$ cat src/rtl/kv_pkg.sv
// Shared encodings for the key-value store bus initiator.
package kv_pkg;

  localparam int KV_DW = 7;
  localparam logic [3:0] SEL_ALL = 4'hF;

  typedef enum logic [1:0] {
    OP_GET_IDX  = 2'd0,
    OP_GET_KEY  = 2'd1,
    OP_PUT      = 2'd2,
    OP_SET_SLOT = 2'd3
  } kv_op_e;

  typedef enum logic [1:0] {
    ST_IDLE  = 2'd0,
    ST_REQ   = 2'd1,
    ST_RSP   = 2'd2,
    ST_DRAIN = 2'd3
  } kv_state_e;

endpackage

$ cat src/rtl/kv_watchdog.sv
// Saturating no-acknowledge counter; flags the cycle in which a bus request
// has waited TIMEOUT cycles without being acknowledged.
module kv_watchdog #(
  parameter int TIMEOUT = 32
) (
  input  logic clk,
  input  logic rst,
  input  logic clear,
  input  logic enable,
  output logic expire
);

  localparam logic [7:0] LIMIT = 8'(TIMEOUT - 1);

  logic [7:0] count_r;

  assign expire = enable & (count_r == LIMIT);

  // Count enabled cycles since the last clear, holding at the top of the range.
  always_ff @(posedge clk or posedge rst) begin
    if (rst) begin
      count_r <= 8'd0;
    end else if (clear) begin
      count_r <= 8'd0;
    end else if (enable && (count_r != 8'hFF)) begin
      count_r <= count_r + 8'd1;
    end else begin
      count_r <= count_r;
    end
  end

endmodule

$ cat src/rtl/kv_wb_initiator.sv
// Turns local commands into single classic Wishbone cycles towards the
// key-value responder, with ACK-drop handshake and a no-ACK watchdog.
module kv_wb_initiator
  import kv_pkg::*;
#(
  parameter int DW      = KV_DW,
  parameter int TIMEOUT = 32
) (
  input  logic          sys_clk,
  input  logic          sys_rst,
  input  logic          cmd_valid_i,
  output logic          cmd_ready_o,
  input  logic [1:0]    cmd_op_i,
  input  logic [DW-1:0] cmd_addr_i,
  input  logic [DW-1:0] cmd_data_i,
  input  logic          cmd_slot_is_key_i,
  output logic          rsp_valid_o,
  input  logic          rsp_ready_i,
  output logic [DW-1:0] rsp_data_o,
  output logic          rsp_err_o,
  output logic          STB_o,
  output logic          CYC_o,
  output logic          WE_o,
  output logic [DW-1:0] ADR_o,
  output logic [DW-1:0] DAT_o,
  output logic          ADR_IS_KEY_o,
  output logic          DAT_IS_KEY_o,
  output logic [3:0]    SEL_o,
  input  logic          ACK_i,
  input  logic          STALL_i,
  input  logic [DW-1:0] DAT_i,
  output logic          busy_o
);

  kv_state_e     state_r, state_s;
  logic          stb_r, stb_s;
  logic          we_r, we_s;
  logic [DW-1:0] adr_r, adr_s;
  logic [DW-1:0] dat_r, dat_s;
  logic          aik_r, aik_s;
  logic          dik_r, dik_s;
  logic          rsp_valid_r, rsp_valid_s;
  logic [DW-1:0] rsp_data_r, rsp_data_s;
  logic          rsp_err_r, rsp_err_s;
  logic          wd_clear_s, wd_enable_s, wd_expire_s;

  kv_watchdog #(.TIMEOUT(TIMEOUT)) u_watchdog (
    .clk    (sys_clk),
    .rst    (sys_rst),
    .clear  (wd_clear_s),
    .enable (wd_enable_s),
    .expire (wd_expire_s)
  );

  assign cmd_ready_o  = (state_r == ST_IDLE) & ~ACK_i;
  assign busy_o       = (state_r != ST_IDLE);
  assign STB_o        = stb_r;
  assign CYC_o        = stb_r;
  assign WE_o         = we_r;
  assign ADR_o        = adr_r;
  assign DAT_o        = dat_r;
  assign ADR_IS_KEY_o = aik_r;
  assign DAT_IS_KEY_o = dik_r;
  assign SEL_o        = SEL_ALL;
  assign rsp_valid_o  = rsp_valid_r;
  assign rsp_data_o   = rsp_data_r;
  assign rsp_err_o    = rsp_err_r;

  // Next-state and next-output decode for the bus cycle sequencer.
  always_comb begin
    state_s     = state_r;
    stb_s       = stb_r;
    we_s        = we_r;
    adr_s       = adr_r;
    dat_s       = dat_r;
    aik_s       = aik_r;
    dik_s       = dik_r;
    rsp_valid_s = rsp_valid_r;
    rsp_data_s  = rsp_data_r;
    rsp_err_s   = rsp_err_r;
    wd_clear_s  = 1'b0;
    wd_enable_s = 1'b0;
    case (state_r)
      ST_IDLE: begin
        if (cmd_valid_i && cmd_ready_o) begin
          state_s    = ST_REQ;
          stb_s      = 1'b1;
          adr_s      = cmd_addr_i;
          dat_s      = cmd_data_i;
          wd_clear_s = 1'b1;
          case (cmd_op_i)
            OP_GET_IDX:  begin we_s = 1'b0; aik_s = 1'b0; dik_s = 1'b0; end
            OP_GET_KEY:  begin we_s = 1'b0; aik_s = 1'b1; dik_s = 1'b0; end
            OP_PUT:      begin we_s = 1'b1; aik_s = 1'b1; dik_s = 1'b0; end
            OP_SET_SLOT: begin we_s = 1'b1; aik_s = 1'b0; dik_s = cmd_slot_is_key_i; end
            default:     begin we_s = 1'b0; aik_s = 1'b0; dik_s = 1'b0; end
          endcase
        end else begin
          state_s = ST_IDLE;
        end
      end
      ST_REQ: begin
        wd_enable_s = ~ACK_i;
        // An acknowledge in the expiry cycle still wins over the abort.
        if (ACK_i) begin
          state_s     = ST_RSP;
          stb_s       = 1'b0;
          rsp_valid_s = 1'b1;
          rsp_data_s  = DAT_i;
          rsp_err_s   = 1'b0;
        end else if (wd_expire_s) begin
          state_s     = ST_RSP;
          stb_s       = 1'b0;
          rsp_valid_s = 1'b1;
          rsp_data_s  = {DW{1'b0}};
          rsp_err_s   = 1'b1;
        end else if (STALL_i) begin
          state_s = ST_REQ;
        end else begin
          state_s = ST_REQ;
        end
      end
      ST_RSP: begin
        if (rsp_ready_i) begin
          rsp_valid_s = 1'b0;
          state_s     = ACK_i ? ST_DRAIN : ST_IDLE;
        end else begin
          state_s = ST_RSP;
        end
      end
      ST_DRAIN: begin
        if (!ACK_i) begin
          state_s = ST_IDLE;
        end else begin
          state_s = ST_DRAIN;
        end
      end
      default: begin
        state_s     = ST_IDLE;
        stb_s       = 1'b0;
        rsp_valid_s = 1'b0;
      end
    endcase
  end

  // State and registered bus/response outputs.
  always_ff @(posedge sys_clk or posedge sys_rst) begin
    if (sys_rst) begin
      state_r     <= ST_IDLE;
      stb_r       <= 1'b0;
      we_r        <= 1'b0;
      adr_r       <= {DW{1'b0}};
      dat_r       <= {DW{1'b0}};
      aik_r       <= 1'b0;
      dik_r       <= 1'b0;
      rsp_valid_r <= 1'b0;
      rsp_data_r  <= {DW{1'b0}};
      rsp_err_r   <= 1'b0;
    end else begin
      state_r     <= state_s;
      stb_r       <= stb_s;
      we_r        <= we_s;
      adr_r       <= adr_s;
      dat_r       <= dat_s;
      aik_r       <= aik_s;
      dik_r       <= dik_s;
      rsp_valid_r <= rsp_valid_s;
      rsp_data_r  <= rsp_data_s;
      rsp_err_r   <= rsp_err_s;
    end
  end

endmodule
$ cat config.mk
export PLATFORM = sky130hd
export DESIGN_NAME = kv_wb_initiator
export DESIGN_NICKNAME = d
export VERILOG_FILES = /design/src/rtl/kv_pkg.sv /design/src/rtl/kv_watchdog.sv /design/src/rtl/kv_wb_initiator.sv
export SDC_FILE = /design/constraint.sdc
export NUM_CORES = 1
export LEC_CHECK = 0
export CAP_MARGIN = 30
export CORE_MARGIN = 5
export CORE_UTILIZATION = 35
export DETAILED_ROUTE_END_ITERATION = 16
export GPL_TIMING_DRIVEN = 0
export PLACE_DENSITY = 0.66
export SLEW_MARGIN = 0
export SYNTH_ARGS = -nofsm -noshare
export SYNTH_HDL_FRONTEND = slang
export SYNTH_SLANG_ARGS = --single-unit
$ cat constraint.sdc
create_clock -name sys_clk -period 1.9 [get_ports sys_clk]
set_input_delay 0.38 -clock sys_clk [delete_from_list [all_inputs] [get_ports sys_clk]]
set_output_delay 0.38 -clock sys_clk [all_outputs]
set_load 0.01 [all_outputs]
==> results.py <==
metrics = {
    "run_status": {
        "status": "finished clean",
    },
    "global_route": {
        "grt_pass1_vias": 1293,
        "grt-ovfl-total": 0,
        "grt_max_degree": 38,
        "grt_first_pass_wirelength_mm": 6.030,
        "grt.total_usage": 0.1208,
        "antenna_found_initial": 0,
    },
    "logic_synthesis": {
        "synth_top_cells_by_area": "dfrtp_1 (54%), mux2_2 (9.2%), a22o_1 (4.1%)",
        "synth_edf_count": 0,
        "ys_types": 43,
        "syn_area_sq_um": 1717,
        "synth_flop_cell": "dfrtp_1",
        "synthArstFlopShare": 1.000,
        "yosysTopAreaCellShare": 0.5394,
        "yosysTopAreaCell": "dfrtp_1",
        "ys_ff_latch": 37,
        "yosys_warnings": 0,
        "netlist_instances": 140,
        "ys_seq_area_frac": 0.5394,
        "post_synth.cell_area_avg_sq_um": 12.26,
    },
    "place": {
        "port_buffers": 57,
        "hpwl_mm": 2.605,
        "place_congestion": 0.7277,
    },
    "sta": {
        "worst_pin_slew_ns": 0.7407,
        "relSlewSlack": 0.5055,
        "fin_setup_tns_ns": 0,
        "rsz0062_at_grt": "no",
        "finClkSkew_ns": 0.01058,
        "fin_crit_ns": 1.789,
        "layout_worst_path_cycle_share": 0.9414,
        "max_freq_ghz": 0.5591,
        "holdWs_ns": 0.3748,
        "final_hold_viol_count": 0,
        "slew_viol_final": 0,
        "setup_viol": 0,
    },
    "layout": {
        "area_delta_synth_final_pct": 44.68,
        "drive_above_1_share": 0.2077,
        "fillers": 444,
        "antenna_cells": 0,
        "nets": 240,
        "ff_latch_area_sq_um": 925.9,
        "multi_input_area_sq_um": 705.7,
    },
    "setup_path": {
        "crit_type": "flip-flop to primary output",
        "worstPathRequired_ns": 1.52,
        "start_kind": "flip-flop",
        "cp_max_fo": 10,
        "end_kind": "primary output",
        "critPathArrivalTime_ns": 1.41,
    },
    "floorplanning": {
        "die_area_sq_um": 6406,
        "num_rows": 25,
        "ios": 64,
        "fp.dieH_um": 80.04,
        "initial_core_util": 0.3611,
        "dieWidth_um": 80.04,
        "core_area_sq_um": 4755,
    },
    "clocking": {
        "cts_buffer_depth": 2,
        "insertion_delay_ns": 0.29,
        "post-cts-setup-buffer-count": 0,
        "cts_buffers": 5,
        "cts.sinks": 37,
        "cts.repair.resized": 2,
        "h-tree-depth": 2,
        "cts_tree": "built",
        "cts_hold_buf": 0,
        "clock-root-buffer": "clkbuf_8",
        "path_clk_slew_ns": 0.07,
    },
    "power": {
        "p_switching_mw": 0.9531,
        "internal_power_mw": 2.321,
        "p_sw_frac": 0.2911,
        "leakage_nw": 1.088,
        "finalPower_mw": 3.274,
        "pwr-share-seq": 0.384,
        "power.clock.fraction": 0.198,
        "p_comb_frac": 0.418,
        "p_per_area_nw_per_um2": 1318,
        "vdd_drop_max_v": 0.0005557,
    },
    "route": {
        "drtAntennaViolNets": 0,
        "wl_per_cell_um": 12.98,
        "drtPass1Iterations": 4,
        "via_per_inst": 4.657,
        "wirelength_mm": 3.557,
        "drtIter0Drc": 37,
        "drc": 0,
        "route.vias.total": 1276,
    },
    "worst_hold_path": {
        "hp-class": "primary input to flip-flop",
    },
    "job": {
        "maxCapViolations": 0,
    },
}
[worst max-delay path, stage by stage (launching register included)]
cell and delay, ns:
dfrtp_1 0.36, buf_2 0.18, or2_2 0.30, dlygate4sd2_1 0.28
[power groups by stage]
| stage | combinational (mW) | sequential (mW) | clock (mW) |
|---|---|---|---|
| after floorplan | 0.518 | 1.39 | 0 |
| final | 1.37 | 1.26 | 0.648 |
| after detailed placement | 1.41 | 1.27 | 0 |
| after global routing | 1.48 | 1.30 | 0.708 |
| after CTS | 1.40 | 1.26 | 0.670 |
| after global placement | 1.40 | 1.26 | 0 |
[final cells by class]
| cell class | count | area share |
|---|---|---|
| Sequential cell | 37 | 0.3728 |
| Timing Repair Buffer | 57 | 0.2287 |
| Multi-Input combinational cell | 91 | 0.2841 |
| Clock inverter | 2 | 0.01411 |
| Clock buffer | 5 | 0.02771 |
| Tap cell | 67 | 0.03375 |
| Buffer | 12 | 0.03426 |
| Inverter | 3 | 0.004534 |
[synth_stat cells (2+ instances only)]
library cell,count
dfrtp_1,37
mux2_2,14
nor2_1,12
a22o_1,8
buf_4,8
nand2_1,5
xor2_1,4
and3_1,3
ha_1,3
inv_1,3
nand3_1,3
o211ai_1,3
o21ai_0,3
a21oi_1,2
and2_1,2
buf_2,2
mux2i_1,2
[path summary, 6_finish.rpt]
| check | from | to | slack (ns) | cells past startpoint |
|---|---|---|---|---|
| worst max-delay path | state_r[1]$_DFF_PP0_ | busy_o | 0.11 | 3 |
| worst min-delay path | ACK_i | state_r[0]$_DFF_PP0_ | 0.37 | 3 |
| worst max register to register | u_watchdog.count_r[0]$_DFFE_PP0P_ | rsp_data_o[0]$_DFFE_PP0P_ | 0.32 | 5 |
| worst min register to register | rsp_valid_o$_DFFE_PP0P_ | rsp_valid_o$_DFFE_PP0P_ | 0.49 | 2 |
| max in group asynchronous | sys_rst | u_watchdog.count_r[0]$_DFFE_PP0P_ | 0.89 | 2 |
| min in group asynchronous | sys_rst | rsp_err_o$_DFFE_PP0P_ | 0.54 | 2 |
[cells in the final DEF, fill, tap and decap left out, drive strengths merged, types with 2 or more instances in the layout]
cell	count
a22o	8
and3	3
o211ai	3
xor2	4
nand2	5
inv	3
a21oi	3
dfrtp	37
ha	3
dlygate4sd2	2
nand4	2
and2	2
buf	11
mux2	14
mux2i	2
clkdlybuf4s50	55
nor3	2
o21ai	5
nor2	13
nand3	3
conb	4
clkbuf	6
[flip-flops by register name, summed over array words and instances (netlist names)]
register	flops
ADR_IS_KEY_o	1
ADR_o	7
CYC_o	1
DAT_IS_KEY_o	1
DAT_o	7
WE_o	1
rsp_data_o	7
rsp_err_o	1
rsp_valid_o	1
state_r	2
u_watchdog.count_r	8
[stage by stage]
| step | instances | instance area, sq um | setup WS (ns) | util |
|---|---|---|---|---|
| 6_report | 274 | 2484 | 0.1113 | 0.5224 |
| 5_1_grt | 274 | 2484 | 0.03993 | 0.5224 |
| 4_1_cts | 274 | 2484 | 0.09525 | 0.5224 |
| 3_5_place_dp | 267 | 2382 | 0.1940 | 0.5011 |
| 3_3_place_gp | 267 | 2382 | -0.1558 | 0.5011 |
| 2_1_floorplan | 143 | 1728 | 0.3482 | - |
[logic make-up (layout without fill, tap and decap cells)]
family          after synthesis  in the layout  synth area share
flops                        37             37            0.5394
xor+xnor                      5              5           0.02551
mux                          16             16            0.1035
fa+ha+maj                     3              3           0.02187
other cells                   1              4          0.002184
buf+inv                      15             79           0.05612
compound gates               24             24            0.1042
simple gates                 39             39            0.1472
[metal layers]
| metal | global-route usage | up-vias | part of all wire |
|---|---|---|---|
| met5 | 0 | - | 0 |
| met4 | 0.03547 | 0 | 0.011 |
| met3 | 0.05756 | 4 | 0.099 |
| met2 | 0.1813 | 48 | 0.44 |
| met1 | 0.1543 | 603 | 0.45 |
| li1 | - | 621 | - |
Note: power is estimated with default switching activity, not from simulation.
